[src/rtl/baggage_drop_pkg.sv]
// Shared types, seven-segment glyphs and width helpers for the baggage-drop sequencer.
package baggage_drop_pkg;

  typedef enum logic [2:0] {IDLE, ACCUM, DIV, SQRT, EVAL} state_t;

  // Segment order gfedcba, active-high.
  localparam logic [6:0] SEG_BLANK = 7'h00;
  localparam logic [6:0] SEG_C     = 7'h39;
  localparam logic [6:0] SEG_O     = 7'h3F;
  localparam logic [6:0] SEG_L     = 7'h38;
  localparam logic [6:0] SEG_D     = 7'h5E;
  localparam logic [6:0] SEG_R     = 7'h50;
  localparam logic [6:0] SEG_P     = 7'h73;
  localparam logic [6:0] SEG_E     = 7'h79;
  localparam logic [6:0] SEG_Y     = 7'h6E;
  localparam logic [6:0] SEG_DASH  = 7'h40;

  function automatic int sum_width(input int sensor_w, input int n_sensors);
    return sensor_w + $clog2(n_sensors);
  endfunction

  function automatic int root_width(input int sensor_w, input int frac_w);
    return sensor_w / 2 + frac_w;
  endfunction

endpackage

[src/rtl/baggage_drop_isqrt.sv]
// Bit-serial integer square root: IN_W/2 iterations, two radicand bits per cycle.
module bd_isqrt #(
  parameter int IN_W = 24
) (
  input  logic              clk,
  input  logic              rst,
  input  logic              start,
  input  logic [IN_W-1:0]   radicand,
  output logic              done,
  output logic [IN_W/2-1:0] root
);
  localparam int ROOT_W = IN_W / 2;
  localparam int CW     = $clog2(ROOT_W + 1);

  logic [IN_W-1:0]   rad_q, rad_s;
  logic [ROOT_W:0]   rem_q, rem_s;
  logic [ROOT_W-1:0] root_s;
  logic [ROOT_W+2:0] acc, sub, diff;
  logic              ge;
  logic              running;
  logic [CW-1:0]     step;

  // The start cycle already performs the first iteration on the fresh radicand.
  always_comb begin
    rad_s  = start ? radicand : rad_q;
    rem_s  = start ? '0 : rem_q;
    root_s = start ? '0 : root;
    acc    = {rem_s, rad_s[IN_W-1 -: 2]};
    sub    = {1'b0, root_s, 2'b01};
    ge     = (acc >= sub);
    diff   = ge ? (acc - sub) : acc;
  end

  always_ff @(posedge clk or posedge rst) begin
    if (rst) begin
      rad_q   <= '0;
      rem_q   <= '0;
      root    <= '0;
      running <= 1'b0;
      step    <= '0;
      done    <= 1'b0;
    end else begin
      done <= 1'b0;
      if (start || running) begin
        rad_q <= rad_s << 2;
        rem_q <= diff[ROOT_W:0];
        root  <= {root_s[ROOT_W-2:0], ge};
      end
      if (start) begin
        running <= 1'b1;
        step    <= CW'(1);
      end else if (running) begin
        if (step == CW'(ROOT_W - 1)) begin
          running <= 1'b0;
          done    <= 1'b1;
        end else begin
          step <= step + 1'b1;
        end
      end
    end
  end

endmodule

[src/rtl/baggage_drop_seq.sv]
// Sequential baggage-drop decision: sensor fusion, divide, sqrt, limit compare, display.
// Define BAGGAGE_DROP_LATCH_EN to make drop_activated sticky until drop_en is captured low.
module baggage_drop_seq
  import baggage_drop_pkg::*;
#(
  parameter int N_SENSORS = 4,
  parameter int SENSOR_W  = 8,
  parameter int FRAC_W    = 8,
  parameter int T_W       = 16
) (
  input  logic                            clk,
  input  logic                            rst,
  input  logic                            start,
  input  logic [N_SENSORS*SENSOR_W-1:0]   sensors,
  input  logic [T_W-1:0]                  t_lim,
  input  logic                            drop_en,
  output logic                            busy,
  output logic                            done,
  output logic                            err,
  output logic [T_W-1:0]                  t_act,
  output logic                            drop_activated,
  output logic [6:0]                      seven_seg1,
  output logic [6:0]                      seven_seg2,
  output logic [6:0]                      seven_seg3,
  output logic [6:0]                      seven_seg4
);
  localparam int SUM_W  = sum_width(SENSOR_W, N_SENSORS);
  localparam int ROOT_W = root_width(SENSOR_W, FRAC_W);
  localparam int CNT_W  = $clog2(N_SENSORS + 1);
  localparam int CYC_W  = $clog2(N_SENSORS + SUM_W + ROOT_W + 1);

  state_t                          state;
  logic [CYC_W-1:0]                cyc;
  logic [N_SENSORS*SENSOR_W-1:0]   sens_q;
  logic [T_W-1:0]                  t_lim_q;
  logic                            drop_en_q;
  logic [SUM_W-1:0]                quo;
  logic [CNT_W-1:0]                cnt, rem;

  logic [CNT_W:0]                  trial, rdiff;
  logic                            q_bit;
  logic [SENSOR_W-1:0]             h;
  logic [2*ROOT_W-1:0]             radicand;
  logic                            sq_start, sq_done;
  logic [ROOT_W-1:0]               root;
  logic [T_W-1:0]                  t_next;
  logic                            err_next, drop_next, drop_final;
  logic [27:0]                     seg_next;

  // quo holds the running sum during ACCUM and becomes the quotient during DIV.
  always_comb begin
    trial    = {rem, quo[SUM_W-1]};
    q_bit    = (trial >= {1'b0, cnt});
    rdiff    = q_bit ? (trial - {1'b0, cnt}) : trial;
    h        = (cnt == '0) ? '0 : quo[SENSOR_W-1:0];
    radicand = {h, {(2*FRAC_W){1'b0}}};
    sq_start = (state == SQRT) && (cyc == '0);
  end

  always_comb begin
    t_next    = T_W'(root >> 1);
    err_next  = (cnt == '0);
    drop_next = drop_en_q && !err_next && (t_next <= t_lim_q);
`ifdef BAGGAGE_DROP_LATCH_EN
    drop_final = drop_next || (drop_activated && drop_en_q);
`else
    drop_final = drop_next;
`endif
    if (err_next)
      seg_next = {SEG_E, SEG_R, SEG_R, SEG_DASH};
    else if (drop_final)
      seg_next = {SEG_D, SEG_R, SEG_O, SEG_P};
    else if (t_next > t_lim_q)
      seg_next = {SEG_C, SEG_O, SEG_L, SEG_D};
    else
      seg_next = {SEG_R, SEG_D, SEG_Y, SEG_DASH};
  end

  bd_isqrt #(.IN_W(2*ROOT_W)) u_isqrt (
    .clk      (clk),
    .rst      (rst),
    .start    (sq_start),
    .radicand (radicand),
    .done     (sq_done),
    .root     (root)
  );

  always_ff @(posedge clk or posedge rst) begin
    if (rst) begin
      state          <= IDLE;
      cyc            <= '0;
      sens_q         <= '0;
      t_lim_q        <= '0;
      drop_en_q      <= 1'b0;
      quo            <= '0;
      cnt            <= '0;
      rem            <= '0;
      busy           <= 1'b0;
      done           <= 1'b0;
      err            <= 1'b0;
      t_act          <= '0;
      drop_activated <= 1'b0;
      seven_seg1     <= SEG_BLANK;
      seven_seg2     <= SEG_BLANK;
      seven_seg3     <= SEG_BLANK;
      seven_seg4     <= SEG_BLANK;
    end else begin
      done <= 1'b0;
      unique case (state)
        IDLE: begin
          if (start) begin
            sens_q    <= sensors;
            t_lim_q   <= t_lim;
            drop_en_q <= drop_en;
            quo       <= '0;
            cnt       <= '0;
            rem       <= '0;
            cyc       <= '0;
            busy      <= 1'b1;
            state     <= ACCUM;
          end
        end
        ACCUM: begin
          if (sens_q[SENSOR_W-1:0] != '0) begin
            quo <= quo + SUM_W'(sens_q[SENSOR_W-1:0]);
            cnt <= cnt + 1'b1;
          end
          sens_q <= sens_q >> SENSOR_W;
          if (cyc == CYC_W'(N_SENSORS - 1)) begin
            cyc   <= '0;
            state <= DIV;
          end else begin
            cyc <= cyc + 1'b1;
          end
        end
        DIV: begin
          quo <= {quo[SUM_W-2:0], q_bit};
          rem <= rdiff[CNT_W-1:0];
          if (cyc == CYC_W'(SUM_W - 1)) begin
            cyc   <= '0;
            state <= SQRT;
          end else begin
            cyc <= cyc + 1'b1;
          end
        end
        SQRT: begin
          if (cyc == CYC_W'(ROOT_W - 1)) begin
            cyc   <= '0;
            state <= EVAL;
          end else begin
            cyc <= cyc + 1'b1;
          end
        end
        EVAL: begin
          if (sq_done) begin
            t_act          <= t_next;
            err            <= err_next;
            drop_activated <= drop_final;
            {seven_seg1, seven_seg2, seven_seg3, seven_seg4} <= seg_next;
            done           <= 1'b1;
            busy           <= 1'b0;
            state          <= IDLE;
          end
        end
        default: state <= IDLE;
      endcase
    end
  end

endmodule
[config.mk]
export PLATFORM = sky130hd
export DESIGN_NAME = baggage_drop_seq
export DESIGN_NICKNAME = d
export VERILOG_FILES = /design/src/rtl/baggage_drop_pkg.sv /design/src/rtl/baggage_drop_isqrt.sv /design/src/rtl/baggage_drop_seq.sv
export SDC_FILE = /design/constraint.sdc
export NUM_CORES = 1
export LEC_CHECK = 0
export ABC_AREA = 1
export CAP_MARGIN = 20
export CORE_UTILIZATION = 44
export CTS_BUF_LIST = sky130_fd_sc_hd__clkbuf_4
export DETAILED_ROUTE_END_ITERATION = 7
export GPL_ROUTABILITY_DRIVEN = 0
export PLACE_DENSITY = 0.65
export REMOVE_ABC_BUFFERS = 1
export SYNTH_ARGS = -nofsm -noshare
export SYNTH_HDL_FRONTEND = slang
export SYNTH_HIERARCHICAL = 1
export SYNTH_SLANG_ARGS = --single-unit
[constraint.sdc]
create_clock -name clk -period 3.05 [get_ports clk]
set_input_delay 0.61 -clock clk [delete_from_list [all_inputs] [get_ports clk]]
set_output_delay 0.61 -clock clk [all_outputs]
set_load 0.02 [all_outputs]
==> flow_metrics.tcl <==
set metrics [dict create \
    outcome "finished clean" \
    num-nets-final 1274 \
    rsz0062_at_grt "no" \
    synth_async_sr_flop_share_pct 100.0 \
    cts_inserted_buffers 17 \
    post-synth-top-area-fraction_pct 44.56 \
    peakVddDrop_uv 441.4 \
    detail_route.vias_per_cell 4.932 \
    drive_above_1_share_pct 9.664 \
    fmax_mhz 353.8 \
    critical_path.startpoint_type "flop" \
    cellPowerDensity_nw_per_um2 1049 \
    die_area_sq_um 19960 \
    num_vias 7156 \
    dieWidth_um 141.3 \
    synth_seq_area_share_pct 44.56 \
    path_cells "nand2_1, nor2_2, inv_1, nor3_2, buf_4, inv_4, buf_4, nand2_1, ha_1, nand3_1, o211ai_1, a21oi_2, buf_4, nand3_1, nand3_1, nand2_1" \
    yosysMostFrequentCell "nand2_1" \
    syn_inst 1070 \
    critPathCaptureType "flop" \
    synthMuxAreaShare_pct 0 \
    drt_drc_violations_left 0 \
    crit_path_kind "reg2reg" \
    clk_pin_slew_worst_paths_ns 0.15 \
    final_period_minus_worst_setup_slack_ns 2.827 \
    synth-edff-count 0 \
    number_of_register_bits_inferred_by_synthesis 152 \
    timing_worst_slew_pin_value_ns 0.7681 \
    highest_layer "met4" \
    regToRegStartpoint "state[0]$_DFFE_PP0P_" \
    cts_tree "done" \
    area_overhead_of_the_layout_relative_to_synthesis_pct 18.79 \
    synthDistinctLibCells 46 \
    cts-root-to-sink-buffers 2 \
    start_util_pct 45.33 \
    hold_buffers 0 \
    synthDominantAreaCellType "dfrtp_1" \
    placement.setup.worst_slack_ns 0.1042 \
    detailroute.wirelength.met2_um 8811 \
    synth_area_per_cell_sq_um 7.977 \
    critPathLaunch "state[0]$_DFFE_PP0P_" \
    reg_to_reg_slack_setup_ns 0.22 \
    synth_xor_area_share_pct 0.8209 \
    synth.area.top_cells "dfrtp_1 (45%), nand2_1 (15%), ha_1 (6.2%)" \
    number_of_antenna_violations_at_the_first_check_in_global_routing 1 \
    ys_dominant_reg_cell "dfrtp_1" \
    maximum_number_of_pins_on_one_net_before_global_route_repair 42 \
    largest_family_of_logic_cells_by_synthesized_area "simple AND/OR/NAND/NOR gates" \
    critical_path.max_stage_delay_ns 0.46 \
    path_depth_of_the_worst_reg2reg_path 16 \
    r2r_end "u_isqrt/rem_q[11]$_DFFE_PP0P_" \
    first_pass_grt_wire_length_um 33110 \
    detailedPlacementHpwl_um 14270 \
    postLayoutSetupSlackWorst_ns 0.2233 \
    dr_wl_met3_um 776 \
    first_iter_violations 419 \
    cap_viol_max_count 0 \
    ys.warnings.count 6 \
    root_buffer_master "clkbuf_4" \
    crit_end "u_isqrt/rem_q[11]$_DFFE_PP0P_" \
    fp-row-count 50 \
    finalHoldViolations 0 \
    timing.hold.ws_ns 0.4432 \
    yosys.area_share.simple_pct 26.03 \
    power.static_leakage_nw 5.097 \
    die_height_um 141.3 \
    timing.final.max_slew_violations 0 \
    core_region_area_sq_um 18830 \
    finalSetupViolations 0 \
    fin_skew_ns 0.02516 \
    io-pin-count 100 \
    final.period_utilization_pct 92.68 \
    hold_class "in2async" \
    first_global_vias 6782 \
    cpMaxStageDelayCell "dfrtp_2" \
    synth_area_in_compound_gates_pct 11.90 \
    synth_adder_area_share_pct 6.626 \
    cts.sinks 152 \
    timing.critical_path.arrival_ns 3.27 \
    combined_area_of_all_synthesized_cells_sq_um 8536 \
    grtUsageTotal_pct 20.76 \
    maxSlewHeadroom_pct 48.61 \
    antenna_left 0 \
    buffer_ports.inserted 94 \
    worst_skew_pair.late_latency_ns 0.56 \
    crit_required_ns 3.49 \
    htree_num_levels 4 \
    postRouteWirelength_um 19310 \
    layout.core_utilization_pct 53.85 \
    drt-wirelength-per-cell_um 13.30 \
    critPathMaxFanout 13 \
    overflow 0 \
    met1_length_um 9459 \
    synth.top_cells.by_count "nand2_1 (349), dfrtp_1 (152), inv_1 (123), nand3_1 (64), nor2_1 (59)" \
    setup-tns-final_ns 0 \
    drt-pass1-iter-count 5 \
]
-- per-layer routing --
metal | global-route usage, % | up-vias
met2 | 33.51 | 167
met5 | 0 | -
met1 | 29.03 | 3325
met3 | 2.734 | 23
met4 | 6.522 | 0
li1 | - | 3641
-- flip-flops by register name, summed over array words and instances, names as in the netlist, 4 cells and up --
signal / cells
quo: 10
cyc: 5
t_act: 11
u_isqrt/rem_q: 13
t_lim_q: 16
u_isqrt/step: 4
sens_q: 32
seven_seg1: 5
u_isqrt/rad_q: 22
u_isqrt/root: 12
-- area by class of cell --
class	instances	area, sq um
flip-flops and latches	152	3806
well taps	260	325.3
fillers	1798	8691
inverters	132	505.5
multi-input cells	751	4025
clock buffers	19	142.6
repair buffers	124	1190
diodes	1	2.502
clock inverters	12	142.6
-- cells in the final DEF (no fill, tap or decap), types with 4 or more instances in the layout --
| cell type | count |
|---|---|
| a21oi_1 | 22 |
| a22o_1 | 10 |
| a22oi_1 | 26 |
| buf_4 | 26 |
| clkbuf_4 | 19 |
| clkdlybuf4s50_1 | 94 |
| clkinvlp_4 | 4 |
| conb_1 | 21 |
| dfrtp_1 | 150 |
| ha_1 | 38 |
| inv_1 | 121 |
| inv_2 | 6 |
| inv_4 | 4 |
| inv_6 | 5 |
| nand2_1 | 348 |
| nand2_2 | 11 |
| nand2_4 | 4 |
| nand3_1 | 64 |
| nand4_1 | 10 |
| nor2_1 | 54 |
| nor2_2 | 6 |
| nor2_4 | 4 |
| o211ai_1 | 7 |
| o21ai_0 | 54 |
| o21ai_1 | 5 |
| o221ai_1 | 8 |
| o22ai_1 | 11 |
| or2_2 | 4 |
| xor2_1 | 5 |
-- worst min-delay path by stage --
stage,startpoint,slack (ns),end,depth (start not counted)
after global routing,rst,0.46,sens_q[25]$_DFFE_PP0P_,2
after CTS,rst,0.43,sens_q[26]$_DFFE_PP0P_,2
after floorplan,t_lim_q[12]$_DFFE_PP0P_,0.44,t_lim_q[12]$_DFFE_PP0P_,2
after detailed placement,t_act[2]$_DFFE_PP0P_,0.46,t_act[2]$_DFFE_PP0P_,2
after global placement,t_act[1]$_DFFE_PP0P_,0.45,t_act[1]$_DFFE_PP0P_,2
final,rst,0.44,sens_q[19]$_DFFE_PP0P_,2
-- critical path: cells and delay by family, from the launching register on --
| kind | cells | cell delay (ns) |
|---|---|---|
| buf+inv | 5 | 0.78 |
| simple gates | 8 | 0.72 |
| flops | 1 | 0.46 |
| compound gates | 2 | 0.40 |
| fa+ha+maj | 1 | 0.34 |
-- power breakdown --
group,internal [mW],switching [mW]
registers,2.76,0.459
clock network,0.513,0.766
logic,2.35,3.79
-- metrics by stage --
stage / instance area, sq um / total power, mW / instances
2_1_floorplan: 8257 / 7.483 / 1035
3_3_place_gp: 9756 / 9.101 / 1417
3_5_place_dp: 9756 / 9.192 / 1417
4_1_cts: 10040 / 10.50 / 1448
5_1_grt: 10140 / 11.72 / 1451
6_report: 10140 / 10.64 / 1451
-- kinds of logic (layout without fill, tap and decap cells) --
kind of cell / Yosys count / after routing
AND/OR/NAND/NOR: 517 / 517
buffers and inverters: 187 / 287
AO/OA/AOI/OAI: 161 / 161
flip-flops: 152 / 152
adder cells (fa/ha/maj): 44 / 44
XOR/XNOR: 8 / 8
other: 1 / 22
-- timing repair --
item,4_1_cts,5_1_grt
buffers inserted,0,2
resized for setup,0,18
setup endpoints to repair,0,14
hold endpoints to repair,0,0
No activity file was read; power rests on OpenSTA's default activity.
